<file path="src/rtl/inv_trans_divider.sv">
// inv_trans_divider
//   Iterative reciprocal unit producing the Q2.14 inverse transmission 1/t for
//   the scene-recovery multiplier. Each transaction takes one Q1.15 sample t,
//   clamps it to [T_MIN, 1.0], and computes floor(2^29 / t) with a radix-2
//   restoring divider, one quotient bit per clock. The result is saturated to
//   16 bits and returned over a valid/ready handshake.
//
//   Optional build macro: INV_TRANS_ROUND_EN
//     defined   : dividend = 2^29 + (d >> 1), round-to-nearest (ties up)
//     undefined : dividend = 2^29, truncation
//
// Ports
//   clk        in   system clock
//   rst        in   synchronous reset, active-high
//   in_valid   in   trans_in is valid
//   in_ready   out  block can accept a new sample
//   trans_in   in   [15:0] transmission t, unsigned Q1.15 (32768 = 1.0)
//   out_valid  out  inv_trans and clamped are valid
//   out_ready  in   downstream accepts the result
//   inv_trans  out  [15:0] 1/t, unsigned Q2.14, saturated to 65535
//   clamped    out  trans_in was forced to the nearest bound of [T_MIN, 32768]
//
// state | meaning
// IDLE  | waiting for a sample, in_ready=1
// DIV   | resolving one quotient bit per cycle, ITER cycles
// DONE  | result presented, held until out_ready

module inv_trans_divider #(
  parameter int T_MIN = 8192,
  parameter int ITER  = 30
) (
  input  logic        clk,
  input  logic        rst,
  input  logic        in_valid,
  output logic        in_ready,
  input  logic [15:0] trans_in,
  output logic        out_valid,
  input  logic        out_ready,
  output logic [15:0] inv_trans,
  output logic        clamped
);

  typedef enum logic [1:0] {
    IDLE = 2'd0,
    DIV  = 2'd1,
    DONE = 2'd2
  } state_t;

  localparam logic [15:0] T_MIN_W  = 16'(T_MIN);
  localparam logic [15:0] T_ONE    = 16'd32768;
  localparam logic [29:0] DIV_BASE = 30'h2000_0000;
  localparam int          CNT_W    = $clog2(ITER);
  localparam logic [CNT_W-1:0] CNT_LAST = CNT_W'(ITER - 1);

  state_t           state;
  logic [15:0]      divisor;
  // The stored remainder is always < divisor <= 32768, so 16 bits hold it;
  // the shifted partial remainder below carries the 17th bit.
  logic [15:0]      remainder;
  logic [29:0]      dividend;
  logic [29:0]      quotient;
  logic [CNT_W-1:0] count;
  logic             clamp_lat;

  logic [15:0] d_clamp;
  logic        clamp_flag;
  logic [29:0] div_init;
  logic [16:0] rem_shift;
  logic        rem_ge;
  logic [15:0] rem_next;
  logic [29:0] quot_next;
  logic [15:0] quot_sat;

  always_comb begin
    d_clamp    = trans_in;
    clamp_flag = 1'b0;
    if (trans_in < T_MIN_W) begin
      d_clamp    = T_MIN_W;
      clamp_flag = 1'b1;
    end else if (trans_in > T_ONE) begin
      d_clamp    = T_ONE;
      clamp_flag = 1'b1;
    end
  end

`ifdef INV_TRANS_ROUND_EN
  // Adding half the divisor before the floor division rounds to nearest.
  assign div_init = DIV_BASE + 30'(d_clamp >> 1);
`else
  assign div_init = DIV_BASE;
`endif

  assign rem_shift = {remainder, dividend[29]};
  assign rem_ge    = (rem_shift >= {1'b0, divisor});
  // Either branch is < divisor, so the result always fits in 16 bits.
  assign rem_next  = rem_ge ? 16'(rem_shift - {1'b0, divisor}) : rem_shift[15:0];
  assign quot_next = {quotient[28:0], rem_ge};
  assign quot_sat  = (|quot_next[29:16]) ? 16'hFFFF : quot_next[15:0];

  always_ff @(posedge clk) begin
    if (rst) begin
      state     <= IDLE;
      in_ready  <= 1'b1;
      out_valid <= 1'b0;
      inv_trans <= '0;
      clamped   <= 1'b0;
      divisor   <= '0;
      remainder <= '0;
      dividend  <= '0;
      quotient  <= '0;
      count     <= '0;
      clamp_lat <= 1'b0;
    end else begin
      case (state)
        IDLE: begin
          if (in_valid) begin
            divisor   <= d_clamp;
            clamp_lat <= clamp_flag;
            dividend  <= div_init;
            remainder <= '0;
            quotient  <= '0;
            count     <= '0;
            in_ready  <= 1'b0;
            state     <= DIV;
          end
        end
        DIV: begin
          dividend  <= {dividend[28:0], 1'b0};
          remainder <= rem_next;
          quotient  <= quot_next;
          count     <= count + 1'b1;
          if (count == CNT_LAST) begin
            inv_trans <= quot_sat;
            clamped   <= clamp_lat;
            out_valid <= 1'b1;
            state     <= DONE;
          end
        end
        DONE: begin
          if (out_ready) begin
            out_valid <= 1'b0;
            in_ready  <= 1'b1;
            state     <= IDLE;
          end
        end
        default: begin
          state     <= IDLE;
          in_ready  <= 1'b1;
          out_valid <= 1'b0;
        end
      endcase
    end
  end

endmodule

</file>
<file path="config.mk">
export PLATFORM = sky130hd
export DESIGN_NAME = inv_trans_divider
export DESIGN_NICKNAME = d
export VERILOG_FILES = /design/src/rtl/inv_trans_divider.sv
export SDC_FILE = /design/constraint.sdc
export NUM_CORES = 1
export LEC_CHECK = 0
export CORE_AREA = 5 5 97 99
export CTS_CLUSTER_DIAMETER = 80
export CTS_CLUSTER_SIZE = 8
export DETAILED_ROUTE_END_ITERATION = 10
export DIE_AREA = 0 0 102 104
export PLACE_DENSITY = 0.83
export REMOVE_ABC_BUFFERS = 1
export SLEW_MARGIN = 10
export SYNTH_ARGS = -nofsm -noshare
export SYNTH_HDL_FRONTEND = slang
export SYNTH_SLANG_ARGS = --single-unit
</file>
<file path="constraint.sdc">
create_clock -name clk -period 2.25 [get_ports clk]
set_clock_uncertainty 0.05 [all_clocks]
set_input_delay 0.675 -clock clk [delete_from_list [all_inputs] [get_ports clk]]
set_output_delay 0.675 -clock clk [all_outputs]
set_load 0.01 [all_outputs]
</file>
==> impl_results.md, run 1 <==
* Outcome: complete, but fails checks
* Failing checks: negative setup slack
* Tightest Pin Transition at roughly 0.7 ns
* Final Setup Violations at 12
* Worst hold path type: reg -> reg
* First-pass GRT wire length at 19300 um
* Area Overhead vs Synth at 34.6%
* Largest net degree at the start of global routing at 31
* Gr ovfl total at 0
* Final antenna-violating net count at 0
* Main synth FF type: dfxtp_1
* Initial DRC count at 417
* Die footprint at approximately 11000 sq um
* Synth unique cells at 55
* Final nets at 644
* Top cells by area, synth: dfxtp_1, a21oi_1, ha_1, nor2_1, nor3_1
* Share of the synthesized area in the top cell type at approximately two fifths
* Filler cell count at between 500 and 600
* Clock-pin slew on the worst setup and hold paths at roughly 0.10 ns
* Fin. Hold Viols at 0
* Slew Limit Headroom at between 50% and 60%
* Via count at 4356
* Layout cells sized above 1 at approximately 25%
* Final worst-path cycle share at 109%
* Row cnt at 34
* Initial antenna violation count at 0
* CTS tree: built
* Power Density at ~1200 nW/um^2
* Startpoint types: flop
* Post-synthesis register bit count at 89
* Syn Area/Cell at 8.24 sq um
* Core area at roughly 8500 sq um
* Syn Inst Count at between 500 and 600
* Cell leakage power at 2.16 nW
* Vias per inst at around 6.1
* Chip height at 104 um
* Clock Tree Root: clkbuf_8
* Area leader, netlist: dfxtp_1
* Unrepaired setup endpoints after global routing: yes
* I/O pin cnt at 39
* Cell Area, Synth at between 4000 and 5000 sq um
* Clk Latency, worst-skew pair at approximately 0.38 ns
* Peak supply drop at 0.648 mV
* Sequential fraction of the synthesis area at roughly two fifths
* Min Clock Period, post-route at about 2.5 ns
* EDFF count, synth at 0
* Post-DP HPWL at approximately 7600 um
* Yosys warns at 0
* Finished Layout Cells at ~720
* Vias in the first global route at ~4100
* Htree depth at 3
* Die X at around 100 um
* Max-slew violation count at 0
* Flop-to-flop setup slack at -0.20 ns
* Starting density of the core at between 50% and 60%
* CP Max Fanout at 3
* Number of CTS-inserted buffers at 9
* Worst path required time at ~2.5 ns
* CP endpoint kind: flop
* Highest Clock Rate at 0.408 GHz
* CTS Buffer Depth at 2
* Pwr Total at roughly 7.0 mW
* Drc violations at 0
* GPL Wtd Cong at between 0.8 and 0.9
* CP arrival at 2.66 ns
* Clk sinks at between 80 and 90
* Max cap viols at 0
* Async S/R FF share, synth at 0%
* Port bufs at 38
* Tot GR Track Use at ~22%
* Final setup margin at -0.200 ns
* Placed cells at ~690
* First-pass iteration count of the detailed router at 6
* WL final at 12900 um
* DR WL/cell at 17.9 um
* Worst Setup Path Type: reg -> reg
* Antenna diodes at 0
power by group:
group | total [mW] | switching, mW | internal (mW)
clock | 1.12 | 0.678 | 0.443
sequential | 1.77 | 0.0998 | 1.67
combinational | 4.11 | 2.03 | 2.07
total | 7.00 | 2.81 | 4.19
cell type report:
type	count	area (sq um)	share of cell area (%)
clock inverters	7	81.3	1.41
flip-flops and latches	89	1800	31.3
inverters	23	86.3	1.50
clock buffers	9	124	2.15
repair buffers	109	950	16.5
well taps	108	135	2.35
multi-input cells	373	2570	44.8
flip-flops by register name, indices dropped and copies added (netlist names):
name / count
clamped: 1
quotient: 29
divisor: 16
in_ready: 1
clamp_lat: 1
remainder: 16
inv_trans: 16
dividend: 1
count: 5
out_valid: 1
state: 2
Yosys cell counts (all sizes together), types with 2 or more instances:
| library cell | count |
|---|---|
| nand3 | 33 |
| a22oi | 16 |
| xnor2 | 7 |
| nor2b | 7 |
| o41ai | 3 |
| nand4 | 3 |
| o21a | 3 |
| nor3b | 2 |
| mux2 | 2 |
| and3 | 4 |
| nor2 | 55 |
| a311oi | 2 |
| inv | 23 |
| nor3 | 38 |
| nand2b | 3 |
| ha | 18 |
| a21oi | 48 |
| a32oi | 7 |
| clkbuf | 21 |
| a211oi | 4 |
| nand2 | 46 |
| o21ai | 27 |
| a31oi | 3 |
| a21o | 6 |
| xor2 | 7 |
| buf | 12 |
| nor4 | 6 |
| mux2i | 7 |
| dfxtp | 89 |
logic make-up (layout without fill, tap and decap cells):
family                     Yosys count  in the layout  synth area share (%)
AOI/OAI and AO/OA                  127            127                  19.3
xor gates and xnor gates            14             14                  2.87
adders and majority gates           19             19                  5.74
buffers and inverters               56            148                  5.77
DFF                                 89             89                  41.7
muxes                                9              9                  2.34
and+or+nand+nor                    204            204                  22.2
critical path: stages, from the launching register on:
cell     delay (ns)
dfxtp_2        0.33
inv_2          0.11
ha_4           0.17
fa_2           0.22
inv_2          0.04
a21o_1         0.18
a221o_1        0.38
and3_4         0.22
o41ai_4        0.36
xor2_1         0.19
o21ai_1        0.09
what timing repair did:
action                                  4_1_cts  5_1_grt
gates cloned                                  1        0
endpoints found under the setup margin       18       32
pin swaps                                    17       24
hold buffers                                  0        0
resized for setup                            30       46
setup buffers                                 8        8
path summary, 6_finish.rpt:
path | start | end | cells after the start
setup reg to reg | dividend[29] | remainder[12] | 10
hold / removal | clamped | clamped | 2
setup / recovery | dividend[29] | remainder[12] | 10
hold reg to reg | clamped | clamped | 2
per-layer routing:
metal,GRT usage [%],up-vias,part of all wire (%)
li1,-,2004,-
met1,28.5,2034,39
met2,35.7,252,48
met3,3.49,66,7.5
met4,9.09,0,4.6
met5,0,-,0
stage by stage:
stage               hold slack, ns  worst slack [ns]  setup TNS (ns)  util (%)  cell area, sq um
floorplan                    0.376            -0.449          -17.96         -              4110
global placement             0.389            -0.231           -4.09      59.7              5060
detailed placement           0.397            -0.319           -6.11      59.7              5060
CTS                          0.409            -0.109          -0.761      65.3              5530
global route                 0.424            -0.276           -2.24      67.9              5750
finish                       0.410            -0.200           -1.08      67.9              5750
placed cells by master, fill, tap and decap left out, drive strengths merged, types with 3 or more instances in the layout:
| master | instances |
|---|---|
| nor2 | 55 |
| ha | 18 |
| a32oi | 7 |
| nand4 | 3 |
| xor2 | 7 |
| o21ai | 27 |
| clkinv | 4 |
| mux2i | 7 |
| xnor2 | 7 |
| nor3 | 38 |
| a21oi | 48 |
| o41ai | 3 |
| and3 | 4 |
| a211oi | 4 |
| a22oi | 16 |
| inv | 26 |
| nand3 | 33 |
| nor4 | 6 |
| nand2b | 3 |
| clkdlybuf4s50 | 36 |
| nand2 | 46 |
| clkbuf | 9 |
| nor2b | 7 |
| dfxtp | 89 |
| buf | 72 |
| a31oi | 3 |
| o21a | 3 |
| a21o | 6 |
(Power assumes the default switching activity.)
==> inputs of run 2 (changes only) <==
Settings changed: GPL_TIMING_DRIVEN from default to 0, PLACE_DENSITY 0.83 to 0.75.
==> impl_results.md, run 2 (synthesis results as in run 1) <==
* Row cnt at 34
* Vias in the first global route at about 3700
* CP arrival at approximately 2.5 ns
* Worst path required time at approximately 2.5 ns
* I/O pin cnt at 39
* Commonest non-fill, non-tap cells in the layout: dfxtp_1, nor2_1, a21oi_1, nand2_1, nor3_1
* Dpl cell area at about 4700 sq um
* Worst Setup Path Type: reg -> reg
* Final Setup Violations at 12
* Setup TNS at -0.295 ns
* Die footprint at 10600 sq um
* Worst Setup SP: divisor[12]
* Max-slew violation count at 0
* Cell leakage power at roughly 2.0 nW
* Register Area at ~1800 sq um
* Tightest Pin Transition at 0.866 ns
* First-pass GRT wire length at about 18000 um
* Fin. Hold Viols at 0
* Clock-pin slew on the worst setup and hold paths at roughly 0.10 ns
* Clock Tree Root: clkbuf_8
* Cells along the critical path: inv_1 -> ha_2 -> nand3_2 -> o41ai_4 -> o32ai_4 -> buf_4 -> buf_6 -> a32oi_1 -> o21ai_2
* Most common cell after layout, fill and taps aside: dfxtp_1
* Die X at a little over 100 um
* Max reg flops at 29
* Highest Clock Rate at approximately 0.43 GHz
* Antenna diodes at 0
* Crit path depth at 9
* Clk sinks at approximately 90
* Vias per inst at about 5.9
* GPL Wtd Cong at around 0.9
* CTS Buffer Depth at 2
* Buf/Inv on CP at 3
* Outcome: complete, but fails checks
* WL final at about 11000 um
* Largest net degree at the start of global routing at 77
* Via count at about 4000
* Startpoint types: flop
* Final nets at 599
* Number of hold buffers added after cts at 0
* Drc violations at 0
* Clk Latency, worst-skew pair at around 0.38 ns
* Biggest register: quotient
* Power Density at between 1000 and 1500 nW/um^2
* Chip height at ~100 um
* Layout cells sized above 1 at roughly a fifth
* Final worst-path cycle share at 103%
* Failing checks: negative setup slack
* Finished Cell Area at around 5500 sq um
* Worst stage delay on the critical path at slightly above 0.4 ns
* Max cap viols at 0
* Initial antenna violation count at 0
* Multi-input gate area at between 2000 and 3000 sq um
* Pre-CTS worst setup slack at -0.909 ns
* Flop-to-flop setup slack at -0.07 ns
* Min Clock Period, post-route at roughly 2.3 ns
* Core area at roughly 8500 sq um
* First-pass iteration count of the detailed router at 6
* Peak supply drop at around 0.6 mV
* Last element of the critical path: remainder[8]
* DR WL/cell at approximately 17 um
* Slew Limit Headroom at about 42%
* Gr ovfl total at 0
* Area Overhead vs Synth at 29.4%
* CP endpoint kind: flop
* CP Max Fanout at 7
* CTS tree: built
* Starting density of the core at 50.4%
* Number of CTS-inserted buffers at 9
* R2R Path End: remainder[8]
* Filler cell count at around 670
* CP max stage cell: o41ai_4
* Port bufs at 38
* Crit path max-delay family: compound AO/OA/AOI/OAI gates
* Worst R2R Start: divisor[12]
* Reg2Reg Depth at 9
* Final setup margin at -0.0701 ns
* Worst hold path type: reg -> reg
* Final antenna-violating net count at 0
* Htree depth at 3
* Post-DP HPWL at 6640 um
* Unrepaired setup endpoints after global routing: yes
* Initial DRC count at roughly 230
* Tot GR Track Use at 20.4%
run 2: cell count changes in the layout (fill, tap and decap cells not counted), moves of 4 or more:
cell,previous run,this run
clkdlybuf4s50_1,36,31
buf_4,63,18
dlymetal6s2s_1,1,6
ha_1,8,4
buf_6,7,2
run 2: how the worst min path moves through the flow:
| stage | slack, ns | startpoint | end | depth (start not counted) |
|---|---|---|---|---|
| floorplan | 0.38 | divisor[13] | divisor[13] | 2 |
| global placement | 0.39 | divisor[13] | divisor[13] | 2 |
| detailed placement | 0.39 | divisor[13] | divisor[13] | 2 |
| CTS | 0.41 | divisor[13] | divisor[13] | 2 |
| global route | 0.43 | divisor[13] | divisor[13] | 2 |
| finish | 0.41 | divisor[13] | divisor[13] | 2 |
run 2: power by group:
part	total, mW	leakage, nW	switching [mW]	internal [mW]
Clock	1.09	0.0966	0.660	0.433
Combinational	3.50	1.20	1.71	1.80
Sequential	1.77	0.725	0.105	1.67
Total	6.37	2.03	2.47	3.90
run 2: layer usage:
| metal | vias up | global-route usage [%] | wire length [um] |
|---|---|---|---|
| li1 | 1926 | - | - |
| met1 | 1871 | 26.0 | 4770 |
| met2 | 124 | 32.1 | 5410 |
| met3 | 40 | 4.63 | 550 |
| met4 | 0 | 10.3 | 375 |
| met5 | - | 0 | 0 |
run 2: layout make-up:
type                            instances  share of cell area (%)
Inverter                               23                    1.56
Tap cell                              108                    2.45
Clock buffer                            9                    2.24
Sequential cell                        89                    32.5
Clock inverter                          7                    1.31
Timing Repair Buffer                   64                    12.3
Multi-Input combinational cell        373                    47.6
run 2: worst min-delay path, delay by kind of cell, from the launching register on:
kind,cells,cell delay (ns)
compound gates,1,0.05
simple gates,1,0.05
flops,1,0.32
run 2: what timing repair did:
item                                    in CTS  in global routing
endpoints found under the hold margin        0                  0
resized for setup                           39                 45
buffers inserted                            13                  8
gates cloned                                 1                  1
pin swaps                                   13                 25
endpoints found under the setup margin      32                 48
run 2: per-stage QoR:
stage	util [%]	instances	power [mW]	hold slack, ns
detailed placement	55.6	635	4.07	0.395
global placement	54.6	631	3.67	0.392
CTS	62.1	665	6.01	0.407
floorplan	-	485	3.67	0.376
global route	65.3	673	6.70	0.426
finish	65.3	673	6.37	0.405
==> edit 1: new RTL, flow settings as in run 2 <==
The parameter `ITER` goes from 30 to 60.
--- a/src/rtl/inv_trans_divider.sv
+++ b/src/rtl/inv_trans_divider.sv
@@ -29,3 +29,3 @@
   parameter int T_MIN = 8192,
-  parameter int ITER  = 30
+  parameter int ITER  = 60
 ) (
Function: same outputs for any inputs over 10 cycles, from zero or initial values and one cycle with rst high; that may be too few to reach the edited logic, so the function may still have changed.
==> edit 1 against run 2 <==
  * Count of clock-buffer cells in the layout increased by 1
  * Synthesized cell count increased by 6.0%
  * Hold slack better by 0.015 ns
  * Power is 38% higher
  * Worst setup slack improved by 0.049 ns
  * Final area increased by 3.6%
  * Critical path depth is 1 lower
  * The flow still finishes with violations (negative setup slack)
  * Synthesized area grew 2.7%
  * Core utilization grew 2.4 points
  * Routed wire length increased by 8.5%
  * Sequential cell count is 1 higher
  * Critical path type unchanged
  * Via count rose by 9.6%
==> edit 1: results (changes against run 2) <==
Sequential cell area: 1818 um2 (+1.3%)
RePlAce Congestion: 0.8965 (+0.81%)
number of gates resized after cts: 48 (+23%)
DPL Wire Length: 7371 um (+11%)
1st-iter DRT viols: 316 (+35%)
Post-CTS Setup Bufs: 15 (+2)
ClkCell Share: 0.03781 (+0.002245)
post-synthesis cell count: 549 (+6.0%)
fin nets: 638 (+6.5%)
maximum fanout along the worst path: 4 (-3)
buffering overhead: 0.1211 (-0.002150)
maximum VDD drop: 0.9084 mV (+50%)
footprint of the multi-input gates: 2791 um2 (+6.1%)
CP arrival: 2.49 ns (-0.05 ns)
worst slew pin tran: 0.6481 ns (-0.2176 ns)
main area contributors after synthesis: dfxtp_1 41%, nor2_1 5.8%, a21oi_1 5.7%, nand2_1 5.5%, ha_1 4.8%
vias in the first global route: 3972 (+7.6%)
status: finished, violations left
Placed Area: 4842 um2 (+2.8%)
synth cell count leaders: 90 x dfxtp_1, 68 x nor2_1, 64 x nand2_1, 50 x a21oi_1, 36 x nand3_1
DR vias: 4343 (+9.6%)
Inverters: 19 (-17%)
final worst slack: -0.02083 ns (+0.04930 ns)
post-synthesis compound-gate area fraction: 0.2196 (+0.02654)
library cells used by synthesis: 50 (-9.1%)
sequential share of the synthesized area: 0.4107 (-0.006504)
Synth Area in Adders: 0.05305 (-0.004376)
Finished Layout Cells: 713 (+5.9%)
wire per inst: 16.90 um (+2.4%)
multi-input logic portion of the cell area: 0.4875 (+0.01121)
ratio of cells with drive above 1 in the final layout: 0.2017 (-0.003657)
final setup fails: 4 (-8)
FILL cells: 662 (-1.3%)
failing checks: negative setup slack
largest net degree at the start of global routing: 52 (-32%)
edit 1: cell count changes in the layout (fill, tap and decap cells not counted), moves of 8 or more:
cell / change
o21ai_1: -8
o211ai_1: +18
nand2_1: +15
buf_4: +8
nor3_1: -17
nor2_1: +13
edit 1: layer usage:
| layer | up-vias | GRT usage | wire [um] |
|---|---|---|---|
| li1 | 2078 | - | - |
| met1 | 2053 | 0.2958 | 5053 |
| met2 | 180 | 0.3496 | 5933 |
| met3 | 32 | 0.04427 | 791 |
| met4 | 0 | 0.06092 | 269 |
| met5 | - | 0 | 0 |
edit 1: final timing paths:
check | startpoint | to | slack [ns] | depth (start not counted)
worst max-delay path | divisor[1]$_SDFFE_PP0P_ | remainder[7]$_SDFFE_PP0P_ | -0.02 | 8
worst min-delay path | divisor[13]$_SDFFE_PP0P_ | divisor[13]$_SDFFE_PP0P_ | 0.42 | 2
worst max register to register | divisor[1]$_SDFFE_PP0P_ | remainder[7]$_SDFFE_PP0P_ | -0.02 | 8
worst min register to register | divisor[13]$_SDFFE_PP0P_ | divisor[13]$_SDFFE_PP0P_ | 0.42 | 2
edit 1: critical path, cell delays in order, from the launching register on:
cell      delay [ns]
dfxtp_2         0.36
inv_2           0.05
ha_4            0.21
nor2b_4         0.12
o31a_1          0.37
o211ai_4        0.31
a21oi_4         0.12
or3_1           0.37
a32o_1          0.22
edit 1: power by group through the flow:
stage / combinational (mW) / sequential (mW) / clock, mW
after floorplan: 2.54 / 1.85 / 0
after global placement: 2.32 / 1.79 / 0
after detailed placement: 2.30 / 1.79 / 0
after CTS: 4.69 / 1.87 / 1.22
after global routing: 5.98 / 1.92 / 1.31
final: 5.69 / 1.90 / 1.21
==> edit 2: new RTL, flow settings as in run 2 <==
Made on the original files. Reset style: asynchronous (`rst`), changed in one clocked block. Comments in the files are not updated.
--- a/src/rtl/inv_trans_divider.sv
+++ b/src/rtl/inv_trans_divider.sv
@@ -99,3 +99,3 @@
 
-  always_ff @(posedge clk) begin
+  always_ff @(posedge clk or posedge rst) begin
     if (rst) begin
Formal check against the unedited RTL: differs if rst is asserted again (counterexample within 4 cycles, from zero or initial values and one cycle with rst high); with rst held inactive, the same outputs for 10 cycles.
==> edit 2 against run 2 <==
  * The run still ends with negative setup slack left
  * Final area rose by 2.6%
  * Synthesized area up 5.7%
  * Routed wire length fell by 6.6%
  * Non-clock buffer count up 3
  * Worst setup slack worse by 0.079 ns
  * Power is 53% higher
  * Sequential cell count unchanged
  * Final cell count is 1.2% lower
  * Critical path type unchanged
  * Critical endpoint is now remainder[14]$_DFFE_PP0P_
  * Largest cell class unchanged
  * Largest power group unchanged
  * Highest routed layer unchanged
==> edit 2: results (changes against run 2) <==
Worst path max stage delay: 0.43 ns (+0.02 ns)
Tot GR Track Use: 0.1974 (-0.007098)
highest metal used: met4
ratio of cells with drive above 1 in the final layout: 0.1562 (-0.04912)
met2 Use GR: 0.3254 (+0.004178)
maximum fanout along the worst path: 3 (-4)
FILL cells: 651 (-3.0%)
Power Clock: 1.05 mW (-4%)
global-route wire length before repair: 17230 um (-2.6%)
maximum VDD drop: 0.8331 mV (+38%)
status: finished, violations left
Net Sw Frac: 0.4298 (+0.04207)
TNS Setup: -0.3180 ns (-0.02337 ns)
Post-synth top flop: dfrtp_1
worst skew pair latency: 0.36 ns (-0.02 ns)
DRT met1 WL: 4454 um (-6.6%)
drt pass-1 iters: 5 (-1)
mapped cell area: 4512 um2 (+5.7%)
sequential share of the synthesized area: 0.4939 (+0.07667)
final worst slack: -0.1495 ns (-0.07941 ns)
Via-to-Cell Ratio: 5.693 (-3.3%)
Slew HR: 0.4816 (+0.06134)
gr ovfl total: 0 (unchanged)
CP arrival: 2.63 ns (+0.09 ns)
library cells used by synthesis: 46 (-16%)
synth cell count leaders: 88 x dfrtp_1, 88 x nand2_1, 63 x o21ai_0, 46 x nor2_1, 30 x a21oi_1
pwr/cell area: 1716 nW/um2 (+49%)
largest net degree at the start of global routing: 58 (-25%)
ys async rst share: 1.000 (+1.000)
Seq. pwr: 2.67 mW (+51%)
main area contributors after synthesis: dfrtp_1 49%, nand2_1 7.3%, o21ai_0 7.0%, ha_1 5.0%, nor2_1 3.8%
DR WL met2: 5229 um (-3.4%)
fin nets: 591 (-1.3%)
critical path's slowest cell: dfrtp_1
Starting Density: 0.5330 (+0.02852)
RePlAce Congestion: 0.8784 (-1.2%)
1st-iter DRT viols: 236 (+0.85%)
WHS Path Cells: 2 (unchanged)
wire per inst: 15.61 um (-5.4%)
met1 Usage GRT: 0.2679 (+0.008321)
failing checks: negative setup slack
CTS H-tree depth: 3 (unchanged)
met3 Use GR: 0.02549 (-0.02079)
Pleak: 2.445 nW (+21%)
final setup fails: 7 (-5)
met3 routed WL: 549 um (-0.18%)
register bank with the most flops: quotient
Placed Area: 5006 um2 (+6.3%)
vias in the first global route: 3746 (+1.5%)
DPL Wire Length: 6540 um (-1.5%)
## edit 2: cell families after synthesis
family                   count (synthesis)  share of synthesized area
multiplexers                            16                    0.03605
XOR/XNOR                                17                    0.03300
AND/OR/NAND/NOR                        184                     0.1747
buffers and inverters                   48                    0.04548
AO/OA/AOI/OAI                          127                     0.1625
flip-flops                              89                     0.4939
adder cells (fa/ha/maj)                 19                    0.05435
## edit 2: area by class of cell
type | count | area, um2 | area share
multi-input cells | 363 | 2342 | 0.4133
flip-flops and latches | 89 | 2230 | 0.3935
repair buffers | 67 | 685.7 | 0.1210
well taps | 108 | 135.1 | 0.02385
clock buffers | 9 | 123.9 | 0.02186
inverters | 22 | 85.08 | 0.01501
clock inverters | 7 | 65.06 | 0.01148
## edit 2: worst paths after layout
check | startpoint | to | slack, ns
min in group asynchronous | rst | inv_trans[6]$_DFFE_PP0P_ | 0.62
worst max register to register | divisor[0]$_DFFE_PP0P_ | remainder[14]$_DFFE_PP0P_ | -0.15
worst min register to register | in_ready$_DFFE_PP1P_ | in_ready$_DFFE_PP1P_ | 0.42
worst min-delay path | in_ready$_DFFE_PP1P_ | in_ready$_DFFE_PP1P_ | 0.42
worst max-delay path | divisor[0]$_DFFE_PP0P_ | remainder[14]$_DFFE_PP0P_ | -0.15
max in group asynchronous | rst | in_ready$_DFFE_PP1P_ | 0.86
## edit 2: repair_timing
| action | CTS | global route |
|---|---|---|
| endpoints found under the setup margin | 32 | 32 |
| pin swaps | 6 | 12 |
| gates resized for setup | 26 | 23 |
| setup buffers | 15 | 10 |
## edit 2: per-stage QoR
step	setup WS [ns]	std cells
2_1_floorplan	-1.100	474
6_report	-0.1495	665
3_3_place_gp	-2.080	620
3_5_place_dp	-0.8050	624
5_1_grt	-0.2228	665
4_1_cts	-0.04081	655
